===== src/rtl/l1_port_scheduler.sv =====
// Shares the single L1 request port between instruction fetch and the data path.
// Data has fixed priority. A starvation limit lets fetch win a contested arbitration.
package l1_port_scheduler_pkg;

  typedef struct packed {
    logic        valid;
    logic        we;
    logic [31:0] addr;
    logic [31:0] wdata;
    logic [3:0]  be;
  } mem_req_t;

  typedef struct packed {
    logic        ready;
    logic        err;
    logic [31:0] rdata;
  } mem_resp_t;

endpackage

module l1_port_scheduler
  import l1_port_scheduler_pkg::*;
#(
  parameter int unsigned STARVE_LIMIT = 4,
  parameter int unsigned PERF_W       = 16
) (
  input  logic              clk_i,
  input  logic              rst_ni,
  input  mem_req_t          if_req_i,
  output mem_resp_t         if_resp_o,
  input  mem_req_t          data_req_i,
  output mem_resp_t         data_resp_o,
  output mem_req_t          active_req_o,
  input  mem_resp_t         active_resp_i,
  output logic              grant_if_o,
  output logic              grant_data_o,
  input  logic              perf_clr_i,
  output logic [PERF_W-1:0] if_wait_cnt_o
);

  localparam int unsigned        StarveW   = $clog2(STARVE_LIMIT + 1);
  localparam logic [StarveW-1:0] StarveMax = StarveW'(STARVE_LIMIT);
  localparam logic [PERF_W-1:0]  WaitMax   = '1;

  typedef enum logic [1:0] {StIdle, StBusyIf, StBusyData} state_e;
  typedef enum logic [1:0] {OwnNone, OwnIf, OwnData} owner_e;

  state_e             state_q;
  owner_e             owner;
  logic [StarveW-1:0] starve_q;
  logic [PERF_W-1:0]  wait_q;

  // Ownership is combinational so a request seen in idle is granted in the same cycle.
  // Reset is folded in so every output reads as zero while reset is held.
  always_comb begin
    owner = OwnNone;
    if (rst_ni) begin
      unique case (state_q)
        StBusyIf:   owner = OwnIf;
        StBusyData: owner = OwnData;
        default: begin
          if (if_req_i.valid && data_req_i.valid) begin
            owner = (starve_q == StarveMax) ? OwnIf : OwnData;
          end else if (if_req_i.valid) begin
            owner = OwnIf;
          end else if (data_req_i.valid) begin
            owner = OwnData;
          end
        end
      endcase
    end
  end

  always_comb begin
    active_req_o = '0;
    if_resp_o    = '0;
    data_resp_o  = '0;
    unique case (owner)
      OwnIf: begin
        active_req_o = if_req_i;
        if_resp_o    = active_resp_i;
      end
      OwnData: begin
        active_req_o = data_req_i;
        data_resp_o  = active_resp_i;
      end
      default: ;
    endcase
  end

  assign grant_if_o    = (owner == OwnIf);
  assign grant_data_o  = (owner == OwnData);
  assign if_wait_cnt_o = wait_q;

  always_ff @(posedge clk_i or negedge rst_ni) begin
    if (!rst_ni) begin
      state_q  <= StIdle;
      starve_q <= '0;
    end else begin
      unique case (state_q)
        StIdle: begin
          if (owner == OwnIf) begin
            starve_q <= '0;
            if (!active_resp_i.ready) state_q <= StBusyIf;
          end else if (owner == OwnData) begin
            // Only contested data wins count toward starving fetch.
            if (if_req_i.valid && (starve_q != StarveMax)) starve_q <= starve_q + 1'b1;
            if (!active_resp_i.ready) state_q <= StBusyData;
          end
        end
        StBusyIf: begin
          if (active_resp_i.ready || !if_req_i.valid) state_q <= StIdle;
        end
        StBusyData: begin
          if (active_resp_i.ready || !data_req_i.valid) state_q <= StIdle;
        end
        default: state_q <= StIdle;
      endcase
    end
  end

  always_ff @(posedge clk_i or negedge rst_ni) begin
    if (!rst_ni) begin
      wait_q <= '0;
    end else if (perf_clr_i) begin
      wait_q <= '0;
    end else if (if_req_i.valid && (owner != OwnIf) && (wait_q != WaitMax)) begin
      wait_q <= wait_q + 1'b1;
    end
  end

endmodule


===== config.mk =====
export PLATFORM = sky130hd
export DESIGN_NAME = l1_port_scheduler
export DESIGN_NICKNAME = d
export VERILOG_FILES = /design/src/rtl/l1_port_scheduler.sv
export SDC_FILE = /design/constraint.sdc
export NUM_CORES = 1
export LEC_CHECK = 0
export BUFFER_PORTS_ARGS = -buffer_cell sky130_fd_sc_hd__buf_2
export CAP_MARGIN = 15
export CORE_AREA = 10 10 122 124
export DETAILED_ROUTE_END_ITERATION = 8
export DIE_AREA = 0 0 132 134
export PLACE_DENSITY = 0.62
export SETUP_SLACK_MARGIN = 0.5
export SLEW_MARGIN = 40
export SYNTH_ARGS = -nofsm -noshare
export SYNTH_HDL_FRONTEND = slang
export SYNTH_SLANG_ARGS = --single-unit

===== constraint.sdc =====
create_clock -name clk_i -period 2.87 [get_ports clk_i]
set_input_delay 0 -clock clk_i [delete_from_list [all_inputs] [get_ports clk_i]]
set_output_delay 0 -clock clk_i [all_outputs]
set_load 0.01 [all_outputs]

Word-level counts from Yosys, hierarchy flattened
Index checks and enable logic that the tools add are counted.
- register bits: 21
- logic and storage cells: 53
- output and inout bits: 156
- input bits: 177
- mux-type cells: 21
- $add $sub $neg: 2
- reductions and logical operators: 14
- equal/unequal tests: 13
- operators by type and width (kind ; count):
    $pmux W70 S2 ; 1
    $mux W34 ; 2
    $mux W16 ; 2
    $mux W2 ; 11
    $add A16 B1 Y16 const B ; 1
    $ne A16 B16 Y1 const B ; 1
    $ne A3 B3 Y1 const B ; 4
    $mux W3 ; 3
    $pmux W2 S3 ; 1
    $reduce_bool A2 Y1 ; 3
    $reduce_and A5 Y1 ; 1
    $eq A2 B1 Y1 const B ; 2
    $eq A2 B2 Y1 const B ; 2
    $logic_and A1 B1 Y1 ; 4
    $ne A2 B2 Y1 const B ; 2
    $pmux W2 S2 ; 1
    $add A3 B1 Y3 const B ; 1
    $eq A3 B3 Y1 const B ; 1
    $reduce_and A3 Y1 ; 1
    $logic_not A1 Y1 ; 2
    $logic_not A2 Y1 ; 1
    $logic_or A1 B1 Y1 ; 2
    $ne A2 B1 Y1 const B ; 1

Depth between registers and ports, before layout
- word-level depth: 10
- mapped depth: 13
- gate-level depth less buffers: 11

Worst setup path before layout
Ideal clock, no wire load.
- path kind: flip-flop to flip-flop
- from: reg starve_q[0]
- to: reg wait_q[2] (netlist: if_wait_cnt_o[2])
- setup time: 0.125 ns
- stages on the path, launching flop included: 14
- arrival: 2.565 ns
- data required time: 2.745 ns
- clock period less this slack: 2.690 ns
- path buffers: 2
- setup slack: 0.180 ns
- path through: dfrtp_1 inv_1 ha_1 nand2_1 a21bo_2 o21ai_0 and2_1 ha_1 clkbuf_1 nand2b_1 clkbuf_1 inv_1 nand3_1 mux2_2
- word-level cells in the longest chain between the ends: 9
- RTL lines (item ; RTL line ; RTL):
    start, declared ; 50 ; logic [StarveW-1:0] starve_q;
    start signal, assigned ; 107 ; if (if_req_i.valid && (starve_q != StarveMax)) starve_q <= starve_q + 1'b1;
    $eq A3 B3 Y1 ; 63 ; owner = (starve_q == StarveMax) ? OwnIf : OwnData;
    $mux W2 ; 63 ;
    $mux W2 ; 62 ; if (if_req_i.valid && data_req_i.valid) begin
    $pmux W2 S2 ; 58 ; unique case (state_q)
    $mux W2 ; 57 ; if (rst_ni) begin
    $ne A2 B1 Y1 ; 127 ; end else if (if_req_i.valid && (owner != OwnIf) && (wait_q != WaitMax)) begin
    $logic_and A1 B1 Y1 (2 in series) ; 127 ;
    $reduce_bool A2 Y1 (no source line) ; -- ;
    end signal, assigned ; 128 ; wait_q <= wait_q + 1'b1;
    end, declared ; 51 ; logic [PERF_W-1:0] wait_q;
Every way passes these cells.
A chain may end at the register's enable or synchronous reset.

Worst setup path after layout
- from: reg state_q[0]
- to: reg wait_q[13] (netlist: if_wait_cnt_o[13])
- word-level cells in the longest chain between the ends: 7
- elaborated cells on any way between the ends: 8
- classes of those cells: 3 x eq/ne; 2 x mux; 3 x reduce/logical
- RTL lines (item ; RTL line ; RTL):
    start, declared ; 48 ; state_e state_q;
    start signal, assigned ; 97 ; state_q <= StIdle;
    start signal, assigned ; 104 ; if (!active_resp_i.ready) state_q <= StBusyIf;
    start signal, assigned ; 108 ; if (!active_resp_i.ready) state_q <= StBusyData;
    $eq A2 B2 Y1 / $eq A2 B1 Y1 (equally long branches) ; 58 ;
    $pmux W2 S2 * ; 58 ;
    $mux W2 * ; 57 ;
    $ne A2 B1 Y1 * ; 127 ;
    $logic_and A1 B1 Y1 * (2 in series) ; 127 ;
    $reduce_bool A2 Y1 (no source line) * ; -- ;
Every way passes the cells marked *; elsewhere a longest branch is shown, timed or not.

==> results.ini <==
[layout]
drive_gt1_frac = 0.546
synthToLayoutAreaGrowth_pct = 80.8
mostFrequentLayoutCells = buf_2 (333), nor2_1 (74), a22oi_1 (71), and2_1 (69), dfrtp_1 (21)
fin_util = 0.395
finalInstanceArea_um2 = 4930
final_nets = 895
instances_no_fill = 883
fillers = 1351
final_common_cell = buf_2

[worst_setup_path]
crit_fanout = 6
end_kind = flop
worstSetupStartpointType = flop
crit_required_ns = 3.05
worstSetupPathType = reg2reg
cp.arrival_ns = 2.63

[drt]
drt_iter0_drc = 366
highest_layer = met4
wl_per_cell_um = 20.3
ant_nets = 0
drt_drc_violations_left = 0
route.met2.wl_um = 9230
viasPerCell = 4.79
dr_wl_met3_um = 1930
firstDrtPassIters = 5
m1WireLength_um = 6640
routed_wl_um = 17900
num_vias = 4227

[timing]
layout_setup_ws_ns = 0.420
fin_crit_ns = 2.45
setup_viol = 0
tns_ns = 0
worstMarginPinSlew_ns = 0.605
hold_viol_final = 0
fin_crit_sh = 0.854
fmax_mhz = 408
drv_slew = 0
skew_ns = 0.00143
rsz0062_at_grt = true
maxSlewHeadroom = 0.591

[placed_design]
place_hpwl_um = 14000
port_buffers = 332
place_congestion = 0.791
place_area_um2 = 4560
place_ws_ns = 0.357
dpl.cell_count = 862

[cts]
cts-root-buf = clkbuf_16
clock_sinks = 21
clk_pin_slew_ns = 0.06
cts_made_buffers = 3
htree_num_levels = 1
clkLatencyLatePin_ns = 0.25
clockBufferDepth = 2
cts_tree = done

[synth]
synth-edff-count = 0
syn-num-nets = 574
synth_cell_types = 41
synth-seq-area-share = 0.193
synth_area_um2 = 2720
yosys_register_bits = 21
yosys_warnings = 0
netlist_instances = 389
ys.flop_type = dfrtp_1
avgSynthCellArea_um2 = 7.00
async_flop_share = 1.00

[job]
cap_violations = 0

[global_route]
grt_pass1_wl_um = 24800
track_usage = 0.174
grt_max_degree = 63
globalRouteOverflowTotal = 0
antenna_found_initial = 2
grt_pass1_vias = 4124

[power]
peakVddDrop_mv = 0.290
p_leak_nw = 2.66
power_density_nw_per_um2 = 516

[floorplan]
die_y_um = 134
placementRows = 41
core_area_um2 = 12500
die_area_um2 = 17700
die_width_um = 132
start_util = 0.219
io_pins = 333

[min_path]
hold_path.class = in2reg

[run_status]
outcome = finished, final reports clean

kinds of logic after synthesis:
family | count (synthesis) | share of synthesized area
flops | 21 | 0.193
simple gates | 200 | 0.390
buf+inv | 45 | 0.0712
compound gates | 110 | 0.289
fa+ha+maj | 8 | 0.0367
mux | 5 | 0.0198
cell usage after synthesis (5+ instances only):
master | instances | area [µm²]
o31ai_1 | 7 | 52.6
or4_1 | 6 | 45.0
inv_1 | 8 | 30.0
buf_1 | 5 | 18.8
nand2_1 | 14 | 52.6
dfrtp_1 | 21 | 526
o21ai_0 | 8 | 40.0
ha_1 | 8 | 100
nand3_1 | 9 | 45.0
a22oi_1 | 71 | 533
clkbuf_1 | 28 | 105
nor2_1 | 74 | 278
nand4_1 | 5 | 31.3
and2_1 | 70 | 438
a21oi_1 | 12 | 60.1
registers in the layout, summed over array words and instances (netlist names):
signal	count
starve_q	3
if_wait_cnt_o	16
state_q	2
power breakdown:
part	switching (W)	internal [W]	total (W)
clock network	0.000112	0.000189	0.000301
registers	0.0000322	0.000330	0.000362
logic	0.00108	0.000805	0.00188
total	0.00122	0.00132	0.00254
path summary, 6_finish.rpt:
kind,start,end,slack (ns),depth (start not counted)
min in group asynchronous,rst_ni,starve_q[0],0.14,2
max in group asynchronous,rst_ni,if_wait_cnt_o[9],2.24,3
setup reg to reg,state_q[0],if_wait_cnt_o[13],0.42,10
hold reg to reg,starve_q[2],starve_q[2],0.56,1
hold / removal,if_req_i[69],starve_q[2],0.13,3
setup / recovery,state_q[0],if_wait_cnt_o[13],0.42,10
area by class of cell:
cell class	count	area [µm²]	share of cell area
multi-input cells	324	2130	0.433
repair buffers	352	1940	0.394
flip-flops and latches	21	526	0.107
well taps	172	215	0.0437
clock buffers	4	78.8	0.0160
inverters	8	30.0	0.00610
diodes	2	5.00	0.00102
worst max-delay path, cell delays in order (launching register included):
cell	delay, ns
dfrtp_1	0.40
inv_2	0.10
ha_4	0.23
nand2_2	0.06
o21ai_2	0.06
and2_4	0.16
ha_4	0.18
nand4b_1	0.16
or4_4	0.47
or4_4	0.44
a21oi_2	0.13
through the flow:
stage / total power [W] / hold WS (ns)
floorplan: 0.00136 / -0.296
global placement: 0.00204 / -0.145
detailed placement: 0.00204 / -0.140
CTS: 0.00243 / 0.112
global route: 0.00274 / 0.136
finish: 0.00254 / 0.130
routing by layer:
layer,vias to the layer above,GRT usage
met4,0,0.0124
met5,-,0
met2,215,0.315
met3,6,0.0736
li1,2052,-
met1,1954,0.192
what timing repair did:
| action | CTS | global route |
|---|---|---|
| endpoints found under the setup margin | 134 | 118 |
| buffers inserted | 4 | 5 |
| gates cloned | 1 | 4 |
| hold endpoints to repair | 21 | 0 |
| pin swaps | 1 | 6 |
| hold buffers | 1 | 0 |
| resized for setup | 10 | 21 |
(Power assumes the default switching activity.)
